==> src/rtl/fetch_queue_ctrl_pkg.sv <==
// Shared types and constants for the fetch front end.
// Holds FSM encodings, packet layout and PC step sizes.
package fetch_queue_ctrl_pkg;

  typedef enum logic [0:0] {
    FS_RUN       = 1'b0,
    FS_WAIT_JALR = 1'b1
  } fq_state_e;

  localparam int PKT_W = 65;

  localparam logic [31:0] STEP_RVC = 32'd2;
  localparam logic [31:0] STEP_STD = 32'd4;

  typedef struct packed {
    logic [31:0] pc;
    logic [31:0] inst;
    logic        len;
  } fq_pkt_t;

  // Compressed insts advance by 2 only when RVC is enabled.
  function automatic logic [31:0] pc_step(
    input logic rvc_ok,
    input logic len
  );
    return (rvc_ok && !len) ? STEP_RVC : STEP_STD;
  endfunction

endpackage

==> src/rtl/fetch_queue_ctrl_fifo.sv <==
// Synchronous packet FIFO for the fetch queue.
// Power-of-two depth; pointers wrap naturally.
module fetch_fifo
  import fetch_queue_ctrl_pkg::*;
#(
  parameter int DEPTH = 4,
  parameter int W     = PKT_W,
  parameter int PTR_W = $clog2(DEPTH)
) (
  input  logic           clk_i,
  input  logic           rst_i,
  input  logic           en_i,
  input  logic           flush_i,
  input  logic           push_i,
  input  logic           pop_i,
  input  logic [W-1:0]   wdata_i,
  output logic [W-1:0]   rdata_o,
  output logic           full_o,
  output logic           empty_o,
  output logic [PTR_W:0] count_o
);

  localparam logic [PTR_W-1:0] PTR_ONE  = PTR_W'(1);
  localparam logic [PTR_W:0]   CNT_ONE  = (PTR_W+1)'(1);
  localparam logic [PTR_W:0]   CNT_FULL = (PTR_W+1)'(DEPTH);

  logic [W-1:0]     mem_q [DEPTH];
  logic [PTR_W-1:0] head_q, head_d;
  logic [PTR_W-1:0] tail_q, tail_d;
  logic [PTR_W:0]   count_q, count_d;
  logic             wr_en;

  assign wr_en = en_i & ~flush_i & push_i;

  // Next pointer and occupancy from push/pop/flush.
  always_comb begin
    head_d  = head_q;
    tail_d  = tail_q;
    count_d = count_q;
    if (en_i) begin
      if (flush_i) begin
        head_d  = '0;
        tail_d  = '0;
        count_d = '0;
      end else begin
        if (push_i) tail_d = tail_q + PTR_ONE;
        if (pop_i)  head_d = head_q + PTR_ONE;
        case ({push_i, pop_i})
          2'b10:   count_d = count_q + CNT_ONE;
          2'b01:   count_d = count_q - CNT_ONE;
          default: count_d = count_q;
        endcase
      end
    end
  end

  // Pointer and count registers.
  always_ff @(posedge clk_i) begin
    if (rst_i) begin
      head_q  <= '0;
      tail_q  <= '0;
      count_q <= '0;
    end else begin
      head_q  <= head_d;
      tail_q  <= tail_d;
      count_q <= count_d;
    end
  end

  // Packet storage; contents are don't-care until written.
  always_ff @(posedge clk_i) begin
    if (!rst_i && wr_en) mem_q[tail_q] <= wdata_i;
  end

  assign rdata_o = mem_q[head_q];
  assign full_o  = (count_q == CNT_FULL);
  assign empty_o = (count_q == '0);
  assign count_o = count_q;

endmodule

==> src/rtl/fetch_queue_ctrl.sv <==
// Instruction fetch front end: PC generation,
// redirect handling and packet queue to decode.
module fetch_queue_ctrl
  import fetch_queue_ctrl_pkg::*;
#(
  parameter int          FQ_DEPTH  = 4,
  parameter int          PTR_W     = $clog2(FQ_DEPTH),
  parameter logic [31:0] PC_RESET  = 32'h0,
  parameter int          ALLOW_RVC = 1
) (
  input  logic           clk_in,
  input  logic           rst_in,
  input  logic           rdy_in,
  input  logic           inst_available,
  input  logic [31:0]    inst,
  input  logic           inst_length,
  input  logic           pd_jal,
  input  logic           pd_jalr,
  input  logic [31:0]    pd_imm,
  input  logic           branch,
  input  logic [31:0]    branch_addr,
  input  logic           predict_fail,
  input  logic [31:0]    fail_addr,
  input  logic           jalr_compute,
  input  logic [31:0]    jalr_addr,
  output logic [31:0]    fetch_addr,
  output logic           out_valid,
  output logic [31:0]    out_pc,
  output logic [31:0]    out_inst,
  output logic           out_len,
  input  logic           out_ready,
  output logic [PTR_W:0] fq_count
);

  localparam logic RVC_OK = (ALLOW_RVC != 0);

  fq_state_e   state_q, state_d;
  logic [31:0] pc_q, pc_d;
  logic        fetch_en;
  logic        push, pop;
  logic        fifo_full, fifo_empty;
  fq_pkt_t     wpkt, rpkt;

  // A flush squashes both ends of the queue.
  assign pop  = rdy_in & ~fifo_empty & out_ready
              & ~predict_fail;
  assign push = rdy_in & inst_available & fetch_en
              & (~fifo_full | pop)
              & ~predict_fail & ~jalr_compute;

  assign wpkt = '{pc: pc_q, inst: inst, len: inst_length};

  fetch_fifo #(
    .DEPTH (FQ_DEPTH),
    .W     (PKT_W),
    .PTR_W (PTR_W)
  ) u_fifo (
    .clk_i   (clk_in),
    .rst_i   (rst_in),
    .en_i    (rdy_in),
    .flush_i (predict_fail),
    .push_i  (push),
    .pop_i   (pop),
    .wdata_i (wpkt),
    .rdata_o (rpkt),
    .full_o  (fifo_full),
    .empty_o (fifo_empty),
    .count_o (fq_count)
  );

  // State and PC registers.
  always_ff @(posedge clk_in) begin
    if (rst_in) begin
      state_q <= FS_RUN;
      pc_q    <= PC_RESET;
    end else begin
      state_q <= state_d;
      pc_q    <= pc_d;
    end
  end

  // Next state and PC: flush, then JALR resolve,
  // then the redirect carried by the pushed inst.
  always_comb begin
    state_d = state_q;
    pc_d    = pc_q;
    if (rdy_in) begin
      if (predict_fail) begin
        state_d = FS_RUN;
        pc_d    = fail_addr;
      end else if (jalr_compute) begin
        state_d = FS_RUN;
        pc_d    = jalr_addr;
      end else if (push) begin
        if (pd_jalr) begin
          state_d = FS_WAIT_JALR;
        end else if (branch) begin
          pc_d = branch_addr;
        end else if (pd_jal) begin
          pc_d = pc_q + pd_imm;
        end else begin
          pc_d = pc_q + pc_step(RVC_OK, inst_length);
        end
      end
    end
  end

  // Outputs derived from state, PC and queue head.
  always_comb begin
    fetch_en   = 1'b0;
    case (state_q)
      FS_RUN:       fetch_en = 1'b1;
      FS_WAIT_JALR: fetch_en = 1'b0;
      default:      fetch_en = 1'b0;
    endcase
    fetch_addr = pc_q;
    out_valid  = ~fifo_empty;
    out_pc     = rpkt.pc;
    out_inst   = rpkt.inst;
    out_len    = rpkt.len;
  end

endmodule

==> config.mk <==
export PLATFORM = sky130hd
export DESIGN_NAME = fetch_queue_ctrl
export DESIGN_NICKNAME = d
export VERILOG_FILES = /design/src/rtl/fetch_queue_ctrl_pkg.sv /design/src/rtl/fetch_queue_ctrl_fifo.sv /design/src/rtl/fetch_queue_ctrl.sv
export SDC_FILE = /design/constraint.sdc
export NUM_CORES = 1
export LEC_CHECK = 0
export ABC_AREA = 1
export ABC_CLOCK_PERIOD_IN_PS = 8100
export BUFFER_PORTS_ARGS = -buffer_cell sky130_fd_sc_hd__buf_2
export CAP_MARGIN = 20
export CORE_MARGIN = 2
export CORE_UTILIZATION = 60
export DETAILED_ROUTE_END_ITERATION = 12
export GPL_TIMING_DRIVEN = 0
export PLACE_DENSITY = 0.85
export SYNTH_ARGS = -nofsm -noshare
export SYNTH_HDL_FRONTEND = slang
export SYNTH_SLANG_ARGS = --single-unit
==> constraint.sdc <==
create_clock -name clk_in -period 8.1 [get_ports clk_in]
set_input_delay 0.81 -clock clk_in [delete_from_list [all_inputs] [get_ports clk_in]]
set_output_delay 0.81 -clock clk_in [all_outputs]
set_load 0.05 [all_outputs]
==> After elaboration in Yosys (flattened, before gate mapping) <==
Memory sizes are Yosys's and may differ from the RTL's. A register that Yosys moved wholly into a read port is not among the register bits.
Cells that the tools add are included.
{ "op_classes": {"addsub": 6, "eq_ne": 4, "muxes": 22, "bitwise_logic": 16, "reduce_logical": 13} }
{ "ops": {"columns": ["op", "n"], "rows": [
  ["32-bit 2-to-1 mux", 6],
  ["32-bit by 3-bit adder with 32-bit output", 1],
  ["32-bit adder", 1],
  ["2-bit 2-to-1 mux", 6],
  ["1-bit AND", 10],
  ["3-bit nonzero test", 3],
  ["1-bit 2-to-1 mux", 6],
  ["3-bit 2-to-1 mux", 2],
  ["3-bit one-hot mux with 2 select lines", 1],
  ["2-bit AND reduction", 3],
  ["3-bit AND reduction", 2],
  ["1-bit inverter", 5],
  ["2-bit by 1-bit adder with 2-bit output, second input constant", 2],
  ["2-bit nonzero test", 2],
  ["3-bit by 1-bit adder with 3-bit output, second input constant", 1],
  ["3-bit equality test, second input constant", 1],
  ["3-bit zero test", 1],
  ["3-bit by 1-bit inequality test with 1-bit output, second input constant", 1],
  ["3-bit by 1-bit subtractor with 3-bit output, second input constant", 1],
  ["2-bit by 1-bit equality test with 1-bit output, second input constant", 1],
  ["2-bit equality test, second input constant", 1],
  ["1-bit one-hot mux with 2 select lines", 1],
  ["1-bit logical AND", 1],
  ["1-bit zero test", 1],
  ["1-bit OR", 1]
]} }
{ "totals": {"reg_bits": 40, "mem_bits_rw": 260, "input_bits": 171, "out_inout_bits": 101, "elab_cells": 67, "n_memories": 1} }
{ "memory_table": {"columns": ["memory", "words", "width", "rd", "rd_clocked_by_memory_dff", "write_ports", "line", "text"], "rows": [
  ["u_fifo.mem_q", 4, 65, 1, 1, 1, "fetch_queue_ctrl_fifo.sv:27", "logic [W-1:0] mem_q [DEPTH];"]
]} }

==> Depth between registers and ports, before layout <==
Gate-level depths: netlist (run 1).
{ "depth": {"ltp_word": 13, "ltp_mapped": 19, "depth_no_buf": 19} }

==> Hierarchy <==
A second synthesis (run 1) with hierarchy kept.
{ "unflattened": {"hier_cells": 1636, "hier_area_um2": 15268.4} }
{ "modules_own_cells": {"columns": ["module", "instances", "cells_per_inst", "area_per_inst_um2", "seq_area_each_um2"], "rows": [
  ["fetch_fifo", 1, 705, 10465.0, 7987.7],
  ["fetch_queue_ctrl", 1, 931, 4803.4, 660.6]
]} }

==> Worst setup path after synthesis (run 1) <==
Ideal clock, no wire load.
{ "synth_path": {"path_kind": "flip-flop to flip-flop", "start": "register u_fifo.count_q[0] (netlist: u_fifo.count_o[0])", "end": "memory u_fifo.mem_q[0][0] in the netlist's numbering, enable pin", "setup_ns": 0.488, "arrival_ns": 4.524, "required_time_ns": 7.612, "slack_ns": 3.087, "stages_incl_launch_ff": 10, "path_buffers": 0, "period_less_slack_ns": 5.013, "cell_sequence": "dfxtp_1 -> inv_1 -> nand3_2 -> and3_2 -> nand2_2 -> nand4_2 -> nand2_1 -> inv_1 -> nand2_1 -> nor2_1"} }
{ "synth_via": {"elab_chain_len": 13, "elab_cells_between_ends": 15, "cone_classes": "eq/ne: 1; mux: 2; bitwise: 10; reduce/logical: 2"} }
{ "synth_lines": {"columns": ["element", "line", "text"], "rows": [
  ["from (decl)", "fetch_queue_ctrl_fifo.sv:30", "logic [PTR_W:0] count_q, count_d;"],
  ["from (signal assigned)", "fetch_queue_ctrl_fifo.sv:66", "count_q <= count_d;"],
  ["3-bit zero test", "fetch_queue_ctrl_fifo.sv:77", "assign empty_o = (count_q == '0);"],
  ["1-bit inverter", null, null],
  ["via out_valid", "fetch_queue_ctrl.sv:27", "output logic out_valid,"],
  ["1-bit AND (2 in a row)", "fetch_queue_ctrl.sv:45", "assign pop = rdy_in & ~fifo_empty & out_ready"],
  ["1-bit AND", "fetch_queue_ctrl.sv:46", "& ~predict_fail;"],
  ["1-bit OR", "fetch_queue_ctrl.sv:48", "& (~fifo_full | pop)"],
  ["1-bit AND", "fetch_queue_ctrl.sv:48", null],
  ["1-bit AND (2 in a row)", "fetch_queue_ctrl.sv:49", "& ~predict_fail & ~jalr_compute;"],
  ["1-bit AND", "fetch_queue_ctrl_fifo.sv:33", "assign wr_en = en_i & ~flush_i & push_i;"],
  ["1-bit logical AND", "fetch_queue_ctrl_fifo.sv:72", "if (!rst_i && wr_en) mem_q[tail_q] <= wdata_i;"],
  ["1-bit 2-to-1 mux", "fetch_queue_ctrl_fifo.sv:72", null],
  ["1-bit 2-to-1 mux (not written as such)", "fetch_queue_ctrl_fifo.sv:72", null],
  ["to (decl)", "fetch_queue_ctrl_fifo.sv:27", null]
]} }
The timed path passes the listed nets, and every way through them passes these cells.

==> flow_metrics.env, run 1 <==
export IMPL_synthMuxAreaShare_pct=0
export IMPL_min_from="state_q"
export IMPL_yosysWarnings=0
export IMPL_critPathTopFamily="buffers and inverters"
export IMPL_grt_pass1_vias=12670
export IMPL_drtIter0Drc=1320
export IMPL_finalWorstSetupSlack_ps=4368
export IMPL_worst_hold_path_endpoint="state_q"
export IMPL_synth_top_family_by_area="simple AND/OR/NAND/NOR gates"
export IMPL_avgSynthCellArea_um2=9.030
export IMPL_tns_ps=0
export IMPL_fmax_mhz=268.0
export IMPL_ir_worst_vdd_mv=0.1776
export IMPL_ant_nets=0
export IMPL_slew_viol_final=0
export IMPL_grt_max_degree=31
export IMPL_rows=57
export IMPL_hold_buffers=0
export IMPL_ys_seq_area_share_pct=58.51
export IMPL_syn_area_mm2=0.01478
export IMPL_relSlewSlack_pct=49.21
export IMPL_hold_viol_final=0
export IMPL_powerDensity_mw_per_mm2=206.3
export IMPL_p_leak_nw=7.687
export IMPL_rsz0062_at_grt="false"
export IMPL_fin_crit_sh_pct=46.07
export IMPL_post_cts_repair_setup_buffers=0
export IMPL_multi_input_area_mm2=0.005204
export IMPL_ys_ff_latch=302
export IMPL_critPathLaunchType="flip-flop"
export IMPL_rrSetupSlack_ps=5180
export IMPL_numPortBuffers=266
export IMPL_min_path_cells=2
export IMPL_r2r_end="u_fifo.mem_q[2][62]"
export IMPL_final_common_cell="nand2_1"
export IMPL_cts_tree="yes"
export IMPL_yosys_area_share_simple_pct=18.50
export IMPL_fp_dieW_um=161.0
export IMPL_drc=0
export IMPL_cts_resized=0
export IMPL_insertedDiodeCount=0
export IMPL_grt_pass1_wl_um=67270
export IMPL_cts_sinks=302
export IMPL_pre_cts_ws_ps=4413
export IMPL_drive_gt1_share_pct=17.28
export IMPL_crit_buf_inv=5
export IMPL_netlist_instances=1637
export IMPL_hold_class="reg -> reg"
export IMPL_initial_core_util_pct=60.96
export IMPL_critical_path_arrival_ps=2920
export IMPL_synth_compound_area_share_pct=12.27
export IMPL_vias=13030
export IMPL_cp_slowest_cell="clkbuf_1"
export IMPL_grt_use_total_pct=33.48
export IMPL_drt_pass1_iter_count=6
export IMPL_critPathKind="reg -> out"
export IMPL_r2r_start="u_fifo.count_o[0]"
export IMPL_area_delta_synth_final_pct=19.47
export IMPL_fin_nets=2150
export IMPL_fillCellCount=1806
export IMPL_max_stage_delay_ps=410
export IMPL_syn_nets=1845
export IMPL_worstMarginPinSlew_ps=761.9
export IMPL_clock_latency_ps=550
export IMPL_regArea_mm2=0.008648
export IMPL_status="complete, no violations"
export IMPL_h_tree_depth=1
export IMPL_clk_pin_slew_ps=60
export IMPL_post_synth_num_cell_types=37
export IMPL_yosys_area_share_adder_pct=3.233
export IMPL_overflow=0
export IMPL_crit_chain="clkbuf_1, inv_1, buf_2, clkbuf_1, o21ai_0, o22ai_1, buf_2"
export IMPL_path_max_fanout=10
export IMPL_gp_congestion=0.9705
export IMPL_final_setup_viol_count=0
export IMPL_worst_setup_path_end_kind="primary output"
export IMPL_cts_buffers=29
export IMPL_finalCriticalPeriod_ps=3732
export IMPL_die_h_um=161.0
export IMPL_cts_root_buf="clkbuf_16"
export IMPL_fin_skew_ps=14.29
export IMPL_vias_per_cell=5.698
export IMPL_crit_required_ps=7290
export IMPL_wirelength_um=43790
export IMPL_clk_path_buf_depth=3
export IMPL_ioPinCount=272
export IMPL_wl_per_cell_um=19.16
export IMPL_layout_common_cells="nand2_1, buf_2, nor2_1"
export IMPL_synth_xor_area_share_pct=1.007
export IMPL_die_area_mm2=0.02591
export IMPL_rr_worst_depth=11
export IMPL_core_mm2=0.02425
export IMPL_drv_cap=0
export IMPL_antenna_found_initial=0
export IMPL_dp_hpwl_um=32240
[how the worst max path moves through the flow]
| stage | end | slack, ps | cells past startpoint |
|---|---|---|---|
| finish | out_pc[8] | 4370 | 7 |
| CTS | out_pc[8] | 4380 | 7 |
| detailed placement | fetch_addr[20] | 4410 | 19 |
| global placement | u_fifo.mem_q[3][9] | 1280 | 8 |
| global route | out_pc[11] | 4270 | 7 |
| floorplan | u_fifo.mem_q[0][0] | 3090 | 9 |
[logic make-up (layout without fill, tap and decap cells)]
| family | Yosys count | in the layout |
|---|---|---|
| AND/OR/NAND/NOR | 697 | 697 |
| AO/OA/AOI/OAI | 337 | 337 |
| flip-flops | 302 | 302 |
| buffers and inverters | 247 | 572 |
| adder cells (fa/ha/maj) | 37 | 37 |
| XOR/XNOR | 17 | 17 |
[flip-flops by register name, summed over array words and instances (netlist names), named ones only]
signal,flops
u_fifo.count_o,3
state_q,1
u_fifo.mem_q,260
u_fifo.head_q,2
u_fifo.tail_q,2
fetch_addr,32
[tightest hold or removal path, stage by stage, from the launching register on]
cell     delay [ps]
dfxtp_1         300
inv_1            60
a21oi_1          60
[synth_stat cells, drive strengths merged]
master | n | area (um^2)
xnor2 | 9 | 78.83
nand2 | 365 | 1375
a31oi | 2 | 12.51
and3 | 1 | 7.510
a21oi | 84 | 420.4
edfxtp | 260 | 7807
fa | 2 | 40.04
o22ai | 66 | 412.9
a21o | 1 | 7.510
o221ai | 1 | 8.760
o21ai | 169 | 845.8
o21bai | 4 | 30.03
xor2 | 8 | 70.07
clkbuf | 58 | 217.7
dfxtp | 42 | 840.8
buf | 18 | 100.1
nand3b | 1 | 7.510
and2 | 1 | 6.260
nor3 | 3 | 15.01
nand4 | 7 | 50.05
o211ai | 9 | 67.56
nand3 | 50 | 255.3
a211oi | 1 | 7.510
or2 | 3 | 18.77
inv | 170 | 638.1
ha | 35 | 437.9
clkinv | 1 | 3.750
nor2 | 266 | 998.5
[layer usage]
| metal | vias to the layer above | track usage, % | part of all wire [%] |
|---|---|---|---|
| li1 | 6118 | - | - |
| met2 | 754 | 56.98 | 48 |
| met3 | 102 | 3.874 | 8.6 |
| met1 | 6052 | 44.23 | 40 |
| met4 | 0 | 13.39 | 3.8 |
| met5 | - | 0 | 0 |
[metrics by stage]
stage                     total power [mW]  std cells  hold WS [ps]  util, %  cell area, um^2
after floorplan                      2.132       1637         430.6        -            14780
after global placement               2.316       2227         445.0    68.12            16520
after detailed placement             2.325       2235         450.3    68.97            16720
after CTS                            3.647       2286         458.1    72.83            17660
after global routing                 3.752       2286         458.0    72.83            17660
final                                3.644       2286         464.5    72.83            17660
[power breakdown]
part           internal (mW)  switching [mW]
combinational          0.157           0.395
sequential              1.71          0.0400
clock                  0.776           0.564
[area by class of cell]
| cell class | count | area share, % |
|---|---|---|
| flip-flops and latches | 302 | 48.97 |
| repair buffers | 274 | 8.531 |
| multi-input cells | 1088 | 29.47 |
| clock buffers | 39 | 4.435 |
| inverters | 171 | 3.635 |
| clock inverters | 12 | 0.8644 |
| well taps | 324 | 2.296 |
| plain buffers | 76 | 1.800 |
Note: power is estimated with default switching activity, not from simulation.
==> run 2, diff against run 1 <==
--- a/config.mk
+++ b/config.mk
@@ -5,15 +5,15 @@
 export SDC_FILE = /design/constraint.sdc
 export NUM_CORES = 1
 export LEC_CHECK = 0
-export ABC_AREA = 1
-export ABC_CLOCK_PERIOD_IN_PS = 8100
+export ABC_AREA = 0
+export ABC_CLOCK_PERIOD_IN_PS = 3800
 export BUFFER_PORTS_ARGS = -buffer_cell sky130_fd_sc_hd__buf_2
 export CAP_MARGIN = 20
 export CORE_MARGIN = 2
-export CORE_UTILIZATION = 60
+export CORE_UTILIZATION = 56
 export DETAILED_ROUTE_END_ITERATION = 12
 export GPL_TIMING_DRIVEN = 0
-export PLACE_DENSITY = 0.85
+export PLACE_DENSITY = 0.81
 export SYNTH_ARGS = -nofsm -noshare
 export SYNTH_HDL_FRONTEND = slang
 export SYNTH_SLANG_ARGS = --single-unit
==> constraint.sdc (replaced) <==
create_clock -name clk_in -period 3.8 [get_ports clk_in]
set_input_delay 0.38 -clock clk_in [delete_from_list [all_inputs] [get_ports clk_in]]
set_output_delay 0.38 -clock clk_in [all_outputs]
set_load 0.05 [all_outputs]
==> flow_metrics.env, run 2 <==
export IMPL_status="complete, no violations"
export IMPL_fmax_mhz=294.7
export IMPL_cts_sinks=302
export IMPL_clock_latency_ps=560
export IMPL_critical_path_arrival_ps=3010
export IMPL_avgSynthCellArea_um2=14.64
export IMPL_drt_pass1_iter_count=8
export IMPL_synth_top_area_share_pct=56.33
export IMPL_vias_per_cell=6.258
export IMPL_grt_use_total_pct=30.35
export IMPL_finalInstanceArea_mm2=0.01664
export IMPL_p_switching_mw=1.829
export IMPL_relSlewSlack_pct=40.84
export IMPL_post_synth_num_cell_types=78
export IMPL_synth_top_area_cell="edfxtp_1"
export IMPL_largest_reg_flops=260
export IMPL_wirelength_um=39640
export IMPL_final_common_cell="buf_2"
export IMPL_powerDensity_mw_per_mm2=444.6
export IMPL_drive_gt1_share_pct=33.12
export IMPL_ioPinCount=272
export IMPL_ys_seq_area_share_pct=62.39
export IMPL_crit_chain="clkbuf_1, buf_2, mux4_2, buf_2"
export IMPL_fin_nets=1459
export IMPL_seqPwrFrac_pct=50.5
export IMPL_slew_viol_final=0
export IMPL_fin_skew_ps=24.59
export IMPL_hold_buffers=0
export IMPL_finalCoreUtilization_pct=68.41
export IMPL_yosysMostFrequentCell="edfxtp_1"
export IMPL_rr_worst_depth=11
export IMPL_numPortBuffers=268
export IMPL_cts_buffers=30
export IMPL_area_delta_synth_final_pct=20.03
export IMPL_h_tree_depth=1
export IMPL_syn_area_mm2=0.01386
export IMPL_finalWorstSetupSlack_ps=406.6
export IMPL_ys_ff_latch=302
export IMPL_wl_per_cell_um=24.78
export IMPL_pre_cts_ws_ps=277.5
export IMPL_antenna_found_initial=3
export IMPL_die_area_mm2=0.02603
export IMPL_hold_viol_final=0
export IMPL_drc=0
export IMPL_path_max_fanout=10
export IMPL_drv_cap=0
export IMPL_clk_path_buf_depth=3
export IMPL_yosysWarnings=0
export IMPL_crit_required_ps=3420
export IMPL_intPower_mw=5.568
export IMPL_worst_setup_path_end_kind="primary output"
export IMPL_drtIter0Drc=1146
export IMPL_critPathLaunchType="flip-flop"
export IMPL_dp_hpwl_um=27960
export IMPL_fin_crit_sh_pct=89.30
export IMPL_fp_dieW_um=161.3
export IMPL_grt_max_degree=40
export IMPL_worstMarginPinSlew_ps=887.4
export IMPL_final_setup_viol_count=0
export IMPL_synth_common_cells="edfxtp_1, nor2_1, mux4_2"
export IMPL_rows=57
export IMPL_netlist_instances=947
export IMPL_rsz0062_at_grt="false"
export IMPL_synth_edff_count=260
export IMPL_syn_nets=1155
export IMPL_initial_core_util_pct=56.99
export IMPL_grt_pass1_wl_um=59120
export IMPL_p_leak_nw=6.150
export IMPL_ir_worst_vdd_mv=0.3120
export IMPL_hold_class="in -> reg"
export IMPL_overflow=0
export IMPL_max_stage_delay_ps=680
export IMPL_grt_pass1_vias=10060
export IMPL_ant_nets=0
export IMPL_cp_slowest_cell="clkbuf_1"
export IMPL_critPathKind="reg -> out"
export IMPL_layout_common_cells="buf_2, edfxtp_1, nor2_1"
export IMPL_fillCellCount=1699
export IMPL_ys_async_sr_fraction_pct=0
export IMPL_top_register="u_fifo.mem_q"
export IMPL_switching_share_pct=24.73
export IMPL_gp_congestion=0.9598
export IMPL_cts_tree="yes"
export IMPL_cts_resized=0
export IMPL_placed_cell_area_mm2=0.01571
export IMPL_clk_pin_slew_ps=60
export IMPL_p_clk_share_pct=37.4
export IMPL_finalCriticalPeriod_ps=3393
export IMPL_p_comb_share_pct=12.1
export IMPL_synthTopCellsByArea="edfxtp_1, mux4_2, dfxtp_1, ha_1, nor2_1"
export IMPL_core_mm2=0.02432
export IMPL_post_cts_repair_setup_buffers=0
export IMPL_vias=10010
export IMPL_cts_root_buf="clkbuf_16"
export IMPL_synth_ff_type="edfxtp_1"
export IMPL_min_path_cells=1
export IMPL_cp_common_cell="buf_2"
export IMPL_die_h_um=161.3
[run 2: cell type report]
cell class / instances / area, um^2 / share of cell area (%)
Inverter: 12 / 45.04 / 0.2707
Tap cell: 324 / 405.4 / 2.437
Clock buffer: 47 / 857.1 / 5.152
Antenna cell: 2 / 5.005 / 0.03008
Multi-Input combinational cell: 583 / 4920 / 29.57
Timing Repair Buffer: 272 / 1436 / 8.634
Sequential cell: 302 / 8648 / 51.98
Buffer: 50 / 257.7 / 1.549
Clock inverter: 8 / 62.56 / 0.3760
[run 2: power groups by stage]
stage | clock, mW | sequential [mW] | combinational, mW
after floorplan | 0 | 3.89 | 0.457
after global placement | 0 | 3.80 | 0.861
after detailed placement | 0 | 3.80 | 0.872
after CTS | 2.80 | 3.73 | 0.879
after global routing | 2.93 | 3.74 | 0.954
final | 2.77 | 3.73 | 0.895
[run 2: critical path, delay by kind of cell, from the launching register on]
kind | cells | cell delay, ps
buffers and inverters | 3 | 1460
DFF | 1 | 350
muxes | 1 | 630
[run 2: metrics by stage]
stage | hold slack (ps) | total power [mW] | TNS (ps) | instances
after CTS | 33.65 | 7.405 | 0 | 1598
after global placement | 490.2 | 4.657 | -234430 | 1539
final | 41.64 | 7.397 | 0 | 1600
after floorplan | 441.1 | 4.344 | 0 | 947
after detailed placement | 516.1 | 4.673 | 0 | 1543
after global routing | 41.66 | 7.621 | 0 | 1598
[run 2: logic make-up (layout without fill, tap and decap cells)]
kind of cell             after synthesis  after routing  share of synthesized area, %
AO/OA/AOI/OAI                        215            215                         10.96
adder cells (fa/ha/maj)               37             37                         3.448
XOR/XNOR                              24             24                         1.517
buffers and inverters                 62            389                         2.184
flip-flops                           302            302                         62.39
multiplexers                          71             71                         11.00
AND/OR/NAND/NOR                      236            236                         8.494
other                                  0              2                             0
[run 2: path summary, 6_finish.rpt]
check	startpoint	to	slack, ps
min reg2reg	u_fifo.tail_q[1]	u_fifo.tail_q[1]	530
min	inst[31]	u_fifo.mem_q[0][32]	40
max	flip-flop	out_pc[19]	410
max reg2reg	fetch_addr[0]	fetch_addr[26]	770
[run 2: layer usage]
| metal | routed length [um] | global-route usage, % |
|---|---|---|
| met4 | 1409 | 10.27 |
| met1 | 15200 | 39.70 |
| met2 | 19270 | 50.74 |
| met3 | 3746 | 6.780 |
| met5 | 13 | 0 |
==> run 3, diff against run 2 <==
--- a/config.mk
+++ b/config.mk
@@ -6,8 +6,8 @@
 export NUM_CORES = 1
 export LEC_CHECK = 0
 export ABC_AREA = 0
-export ABC_CLOCK_PERIOD_IN_PS = 3800
-export BUFFER_PORTS_ARGS = -buffer_cell sky130_fd_sc_hd__buf_2
+export ABC_CLOCK_PERIOD_IN_PS = 3400
+export BUFFER_PORTS_ARGS = -buffer_cell sky130_fd_sc_hd__clkbuf_2
 export CAP_MARGIN = 20
 export CORE_MARGIN = 2
 export CORE_UTILIZATION = 56
==> constraint.sdc (replaced) <==
create_clock -name clk_in -period 3.4 [get_ports clk_in]
set_input_delay 0.34 -clock clk_in [delete_from_list [all_inputs] [get_ports clk_in]]
set_output_delay 0.34 -clock clk_in [all_outputs]
set_load 0.05 [all_outputs]
==> flow_metrics.env, run 3 (synthesis results as in run 2) <==
export IMPL_status="complete, no violations"
export IMPL_ant_nets=0
export IMPL_r2r_start="fetch_addr[0]"
export IMPL_ir_worst_vdd_mv=0.3235
export IMPL_ioPinCount=272
export IMPL_whs_ps=8.011
export IMPL_wl_met2_um=18730
export IMPL_dp_hpwl_um=27510
export IMPL_clk_path_buf_depth=3
export IMPL_r2r_end="fetch_addr[26]"
export IMPL_final_setup_viol_count=0
export IMPL_finalCoreUtilization_pct=68.46
export IMPL_h_tree_depth=1
export IMPL_cts_resized=0
export IMPL_grt_use_total_pct=29.64
export IMPL_regArea_mm2=0.008648
export IMPL_hold_buffers=0
export IMPL_fin_skew_ps=19.14
export IMPL_rows=57
export IMPL_wl_met3_um=3597
export IMPL_largest_reg_flops=260
export IMPL_dp_cells=1543
export IMPL_fillCellCount=1729
export IMPL_grt_pass1_wl_um=57540
export IMPL_cts_sinks=302
export IMPL_rsz0062_at_grt="false"
export IMPL_post_cts_repair_setup_buffers=0
export IMPL_hold_viol_final=0
export IMPL_core_mm2=0.02432
export IMPL_top_register="u_fifo.mem_q"
export IMPL_multi_input_area_mm2=0.004920
export IMPL_maxUsedRoutingLayer="met4"
export IMPL_drive_gt1_share_pct=33.57
export IMPL_max_stage_delay_ps=720
export IMPL_cp_common_cell="clkbuf_1"
export IMPL_crit_end="out_pc[19]"
export IMPL_cts_tree="yes"
export IMPL_stdcell_count=1597
export IMPL_path_max_fanout=10
export IMPL_slew_viol_final=0
export IMPL_worstMarginPinSlew_ps=871.0
export IMPL_finalWorstSetupSlack_ps=111.9
export IMPL_worst_path_stages=4
export IMPL_critPathKind="reg -> out"
export IMPL_crit_buf_inv=3
export IMPL_critPathTopFamily="buffers and inverters"
export IMPL_pre_cts_ws_ps=-102.9
export IMPL_crit_required_ps=3060
export IMPL_cts_root_buf="clkbuf_16"
export IMPL_grt_max_degree=59
export IMPL_fmax_mhz=304.1
export IMPL_vias_per_cell=6.152
export IMPL_gp_congestion=0.9642
export IMPL_rr_worst_depth=11
export IMPL_numPortBuffers=268
export IMPL_worst_setup_path_end_kind="primary output"
export IMPL_cts_buffers=29
export IMPL_hold_class="in -> reg"
export IMPL_die_h_um=161.3
export IMPL_wirelength_um=38650
export IMPL_clk_pin_slew_ps=70
export IMPL_overflow=0
export IMPL_wl_per_cell_um=24.20
export IMPL_power_mw=8.286
export IMPL_p_leak_nw=6.198
export IMPL_crit_chain="clkbuf_1, clkbuf_1, mux4_2, clkbuf_2"
export IMPL_drc=0
export IMPL_initial_core_util_pct=56.99
export IMPL_met1_length_um=14710
export IMPL_grt_pass1_vias=9830
export IMPL_fin_nets=1458
export IMPL_clock_latency_ps=550
export IMPL_drt_pass1_iter_count=5
export IMPL_final_common_cell="clkbuf_2"
export IMPL_drv_cap=0
export IMPL_finalCriticalPeriod_ps=3288
export IMPL_layout_common_cells="clkbuf_2, edfxtp_1, nor2_1"
export IMPL_antenna_found_initial=1
export IMPL_critical_path_arrival_ps=2950
export IMPL_relSlewSlack_pct=41.93
export IMPL_drtIter0Drc=941
export IMPL_rrSetupSlack_ps=430
export IMPL_cp_slowest_cell="clkbuf_1"
export IMPL_fin_crit_sh_pct=96.71
export IMPL_critPathLaunchType="flip-flop"
export IMPL_area_delta_synth_final_pct=20.12
export IMPL_vias=9824
export IMPL_powerDensity_mw_per_mm2=497.7
export IMPL_fp_dieW_um=161.3
export IMPL_die_area_mm2=0.02603
run 3: per-layer routing:
metal	up-vias	GRT usage, %
met3	112	6.497
met5	-	0
li1	4367	-
met2	551	48.68
met4	0	11.61
met1	4794	38.97
run 3: worst min path at each step:
stage	start	endpoint	slack (ps)	cells past startpoint
2_1_floorplan	inst_length	u_fifo.mem_q[0][0]	440	0
3_3_place_gp	u_fifo.head_q[1]	u_fifo.head_q[1]	460	1
3_5_place_dp	u_fifo.head_q[1]	u_fifo.head_q[1]	470	1
4_1_cts	inst[27]	u_fifo.mem_q[2][28]	4	1
5_1_grt	inst[27]	u_fifo.mem_q[2][28]	4	1
6_report	inst[27]	u_fifo.mem_q[2][28]	8	1
run 3: area by class of cell:
cell class | count | area share, %
multi-input combinational | 583 | 29.55
timing repair buffer | 272 | 8.717
tap | 324 | 2.435
inverter | 12 | 0.2705
buffer | 50 | 1.548
antenna | 1 | 0.01503
clock buffer | 38 | 4.742
sequential | 302 | 51.94
clock inverter | 15 | 0.7815
run 3: power breakdown:
part	total (mW)	leakage (nW)	internal (mW)	switching, mW
clock	3.12	0.453	1.78	1.34
sequential	4.17	2.69	4.09	0.0826
combinational	0.996	3.05	0.339	0.656
run 3: through the flow:
| step | TNS [ps] | cell area [um^2] |
|---|---|---|
| floorplan | 0 | 13860 |
| global placement | -351530 | 15610 |
| detailed placement | -121.2 | 15730 |
| CTS | 0 | 16650 |
| global route | 0 | 16650 |
| finish | 0 | 16650 |
